**config.mk**
```make
export PLATFORM = sky130hd
export DESIGN_NAME = image_sprite_fetch
export DESIGN_NICKNAME = d
export VERILOG_FILES = /design/src/rtl/image_sprite_fetch.sv
export SDC_FILE = /design/constraint.sdc
export NUM_CORES = 1
export LEC_CHECK = 0
export ABC_AREA = 0
export CORE_MARGIN = 2
export CORE_UTILIZATION = 49
export DETAILED_ROUTE_END_ITERATION = 6
export GPL_ROUTABILITY_DRIVEN = 0
export PLACE_DENSITY = 0.95
export SYNTH_ARGS = -nofsm -noshare
export SYNTH_HDL_FRONTEND = slang
export SYNTH_SLANG_ARGS = --single-unit
```
**constraint.sdc**
```tcl
create_clock -name clk_in -period 3.6 [get_ports clk_in]
set_clock_uncertainty 0.1 [all_clocks]
set_input_delay 0.36 -clock clk_in [delete_from_list [all_inputs] [get_ports clk_in]]
set_output_delay 0.36 -clock clk_in [all_outputs]
set_load 0.05 [all_outputs]
```
**src/rtl/image_sprite_fetch.sv**
```systemverilog
// Turns image-space coordinates into frame-BRAM reads and expands the RGB565 result to RGB888.
// Pixel and timing outputs appear 1 + BRAM_LATENCY cycles after the input sample.
// No backpressure: one sample is accepted every cycle and the pipeline never stalls.
module image_sprite_fetch #(
    parameter int IMG_WIDTH    = 240,
    parameter int IMG_HEIGHT   = 320,
    parameter int BRAM_LATENCY = 2
) (
    input  logic        clk_in,
    input  logic        rst_in,
    input  logic [10:0] scaled_hcount_in,
    input  logic [9:0]  scaled_vcount_in,
    input  logic        valid_addr_in,
    input  logic        hsync_in,
    input  logic        vsync_in,
    input  logic        blank_in,
    output logic [16:0] bram_addr_out,
    input  logic [15:0] bram_data_in,
    output logic [23:0] pixel_out,
    output logic        pixel_valid_out,
    output logic        hsync_out,
    output logic        vsync_out,
    output logic        blank_out,
    output logic        frame_done_out,
    output logic [16:0] pixel_count_out
);

    localparam int          NPIX      = IMG_WIDTH * IMG_HEIGHT;
    localparam logic [16:0] NPIX17    = 17'(NPIX);
    localparam logic [16:0] LAST_ADDR = 17'(NPIX - 1);
    localparam logic [10:0] W11       = 11'(IMG_WIDTH);
    localparam logic [9:0]  H10       = 10'(IMG_HEIGHT);

    // Side-band bits that ride alongside the BRAM read.
    typedef struct packed {
        logic rng;
        logic last;
        logic hs;
        logic vs;
        logic bl;
    } tm_t;

    logic        in_range;
    logic [16:0] addr_calc;
    tm_t         a_bits;
    tm_t         dly [BRAM_LATENCY];
    tm_t         o_bits;
    logic        vs_prev;
    logic        vs_rise;

    assign in_range = valid_addr_in && (scaled_hcount_in < W11) && (scaled_vcount_in < H10);

    generate
        if (IMG_WIDTH == 240) begin : g_shift_add
            logic [16:0] v17;
            logic [16:0] h17;
            assign v17 = {7'b0, scaled_vcount_in};
            assign h17 = {6'b0, scaled_hcount_in};
            // v*240 = v*256 - v*16, kept in fabric adders
            assign addr_calc = (v17 << 8) - (v17 << 4) + h17;
        end else begin : g_mult
            assign addr_calc = ({7'b0, scaled_vcount_in} * 17'(IMG_WIDTH)) + {6'b0, scaled_hcount_in};
        end
    endgenerate

    // Stage A: register the read address and qualify the sample.
    always_ff @(posedge clk_in or posedge rst_in) begin
        if (rst_in) begin
            bram_addr_out <= '0;
            a_bits        <= '0;
        end else begin
            bram_addr_out <= in_range ? addr_calc : '0;
            a_bits        <= '{rng:  in_range,
                               last: in_range && (addr_calc == LAST_ADDR),
                               hs:   hsync_in,
                               vs:   vsync_in,
                               bl:   blank_in};
        end
    end

    // Delay line matching the BRAM read latency.
    always_ff @(posedge clk_in or posedge rst_in) begin
        if (rst_in) begin
            for (int i = 0; i < BRAM_LATENCY; i++) dly[i] <= '0;
        end else begin
            dly[0] <= a_bits;
            for (int i = 1; i < BRAM_LATENCY; i++) dly[i] <= dly[i-1];
        end
    end

    assign o_bits          = dly[BRAM_LATENCY-1];
    assign pixel_valid_out = o_bits.rng;
    assign hsync_out       = o_bits.hs;
    assign vsync_out       = o_bits.vs;
    assign blank_out       = o_bits.bl;
    assign frame_done_out  = o_bits.rng && o_bits.last;
    assign vs_rise         = vsync_out && !vs_prev;

    // RGB565 -> RGB888 by replicating the top bits into the new LSBs.
    always_comb begin
        pixel_out = '0;
        if (o_bits.rng)
            pixel_out = {bram_data_in[15:11], bram_data_in[15:13],
                         bram_data_in[10:5],  bram_data_in[10:9],
                         bram_data_in[4:0],   bram_data_in[4:2]};
    end

    // Per-frame valid pixel counter; a vsync_out rise restarts it and beats a same-cycle pixel.
    always_ff @(posedge clk_in or posedge rst_in) begin
        if (rst_in) begin
            vs_prev         <= 1'b0;
            pixel_count_out <= '0;
        end else begin
            vs_prev <= vsync_out;
            if (vs_rise)
                pixel_count_out <= '0;
            else if (pixel_valid_out && (pixel_count_out < NPIX17))
                pixel_count_out <= pixel_count_out + 17'd1;
        end
    end

endmodule

```
==> results.md, run 1 <==
* Worst Path Max Fanout at 6
* Final min period at 3.24 ns
* Synth unique cells at 48
* Synthesis-to-layout area growth at 40.9%
* DIE WIDTH at 81.3 um
* Antenna cells at 0
* Hold Buf Count CTS at 0
* Cell Rows at 28
* Die Height at 81.3 um
* H-Tree Depth at 2
* Slew @ Worst Pin at 0.965 ns
* Predominant post-synthesis flop cell: dfrtp_1
* Part of the cycle the worst path needs at 89.9%
* Detail Placement HPWL at 5.16 mm
* ANT nets after route at 0
* PD cells at 318 mW/mm^2
* Vias in the first global route at 2360
* Inserted Clock Buffers at 5
* DIE AREA at 0.00661 mm^2
* Setup CP Type: in2reg
* Initial DRC count at 117
* Clock Tree Buf Depth at 2
* Lkg Pwr at 1.92 nW
* Initial antenna violation count at 0
* Root Buffer: clkbuf_8
* Port bufs at 105
* Share of layout cells above drive strength 1 at 6.89%
* Global Route Usage Sum at 19.4%
* Synthesized instance count at 289
* Yosys reg bits at 50
* Setup violators final at 0
* Dominant cell type by area after synthesis: dfrtp_1
* GRT overflow at 0
* Peak supply drop at 0.000211 V
* Drt drc at 0
* Post-synth EDFFs at 0
* Ys async rst share at 100%
* Synth area leaders: dfrtp_1 43%, ha_1 11%, nor2_1 5.4%
* Pins over their slew limit at 0
* Post-synthesis sequential area ratio at 42.7%
* Status: complete, no violations
* Mapped Nets at 360
* Pin count of the biggest net entering global routing at 51
* # IOs at 106
* Tot Pwr at 1.31 mW
* Worst hold path class: reg2reg
* Syn avg cell area at 10.1 um^2
* RSZ-0062 raised after global routing: false
* Final #Nets at 462
* Total vias in the final route at 2430
* Critical Path AT at 3.34 ns
* CTS tree: yes
* Worst R2R Setup Slack at 1.22 ns
* Critical Path RT at 3.70 ns
* Synth warn at 0
* Initial Utilization at 50.1%
* Fmax at 309 MHz
* Setup Fix Bufs, Post-CTS at 0
* DP Area at 0.00402 mm^2
* # fillers at 418
* Setup crit end kind: register
* Sink Count at 50
* Fin Setup TNS at 0 ns
* Total core area at 0.00585 mm^2
* First-pass GRT wire length at 10.1 mm
* Max_cap viols at 0
* Finished Core Util at 70.6%
* Wire per inst at 13.4 um
* Worst slack, placed at 0.0546 ns
* Normalized max-slew margin at 35.6%
* Drt pass-1 iters at 4
* Critical Path Source Type: primary input
* Post-route cell area at 0.00413 mm^2
* Top-area cell type share of the netlist area at 42.7%
* Final WS setup at 0.365 ns
* Final wirelength at 6.26 mm
* Final Hold Fails at 0
* CTS clk-pin slew, worst paths at 0.09 ns
* Post_cts resized at 0
* Clock latency on the worst-skew pair at 0.29 ns
* Synthesized cell area at 0.00293 mm^2
* Vias per cell at 5.20
worst max-delay path, stage by stage:
cell             delay, ns
clkdlybuf4s50_1       0.45
inv_1                 0.06
fa_1                  0.53
inv_1                 0.04
ha_1                  0.37
nand2_1               0.10
o21ai_1               0.10
o41ai_2               0.37
and3b_1               0.25
o211ai_1              0.08
or4b_1                0.48
nor4_2                0.14
where the power goes:
group          switching (mW)  internal [mW]
sequential            0.00367          0.570
combinational           0.193          0.160
clock                   0.178          0.207
through the flow:
stage | hold slack [ns] | cells
2_1_floorplan | 0.231 | 289
3_3_place_gp | 0.232 | 459
3_5_place_dp | 0.235 | 459
4_1_cts | 0.256 | 467
5_1_grt | 0.253 | 467
6_report | 0.250 | 467
kinds of logic after synthesis:
logic type	share of synthesized area, %
AND/OR/NAND/NOR	21.1
adder cells (fa/ha/maj)	12.7
AO/OA/AOI/OAI	9.31
XOR/XNOR	8.67
multiplexers	0.342
buffers and inverters	5.12
flip-flops	42.7
state kept, by name (all words and copies together), names as in the netlist:
name	cells
a_bits	5
blank_out	1
bram_addr_out	17
dly	6
hsync_out	1
pixel_count_out	17
pixel_valid_out	1
vs_prev	1
vsync_out	1
Yosys cell counts, types with 2 or more instances:
library cell	count
a211o_1	2
a211oi_2	2
a21boi_2	2
a21o_1	5
a21oi_1	9
a31oi_1	5
and2_1	19
and3_1	5
buf_4	8
clkbuf_1	4
dfrtp_1	50
fa_1	3
ha_1	25
inv_1	20
nand2_1	9
nand2b_1	2
nand3_1	3
nand4_1	9
nor2_1	42
nor3_1	5
o21ai_0	2
o21ai_1	3
or2_2	2
or3_1	2
xnor2_1	15
xor2_1	14
layout make-up:
type	instances	area (um^2)	area share, %
sequential	50	1250	30.3
timing repair buffer	107	1070	25.8
clock inverter	3	45.0	1.09
inverter	20	75.1	1.82
tap	75	93.8	2.27
clock buffer	5	68.8	1.67
multi-input combinational	207	1530	37.0
cells in the final DEF (no fill, tap or decap), types with 5 or more instances in the layout:
master / instances
dfrtp_1: 50
nor3_1: 5
nand4_1: 9
clkbuf_8: 5
a21oi_1: 9
a31oi_1: 5
nand2_1: 9
a21o_1: 5
and3_1: 5
and2_1: 19
xor2_1: 14
inv_1: 19
ha_1: 25
xnor2_1: 15
clkdlybuf4s50_1: 105
nor2_1: 42
final timing paths:
check | start | end | depth (start not counted)
max in group asynchronous | rst_in | bram_addr_out[11] | 2
worst max register to register | pixel_count_out[11] | pixel_count_out[15] | 8
worst max-delay path | scaled_hcount_in[9] | a_bits[3] | 12
min in group asynchronous | rst_in | a_bits[2] | 2
worst min register to register | dly[8] | dly[3] | 0
worst min-delay path | dly[8] | dly[3] | 0
layer usage:
metal / up-vias / track usage, % / wire, um
li1: 1177 / - / -
met1: 1149 / 19.2 / 2250
met2: 96 / 40.1 / 3480
met3: 8 / 2.78 / 453
met4: 0 / 6.44 / 76
met5: - / 0 / 0
Power figures use the tool's default switching activity.
==> inputs of run 2 (changes only) <==
--- a/config.mk
+++ b/config.mk
@@ -11,6 +11,7 @@
 export DETAILED_ROUTE_END_ITERATION = 6
 export GPL_ROUTABILITY_DRIVEN = 0
 export PLACE_DENSITY = 0.95
+export SLEW_MARGIN = 10
 export SYNTH_ARGS = -nofsm -noshare
 export SYNTH_HDL_FRONTEND = slang
 export SYNTH_SLANG_ARGS = --single-unit
==> results of run 2 <==
The final DEF is identical to that of run 1; final timing and power are the same.
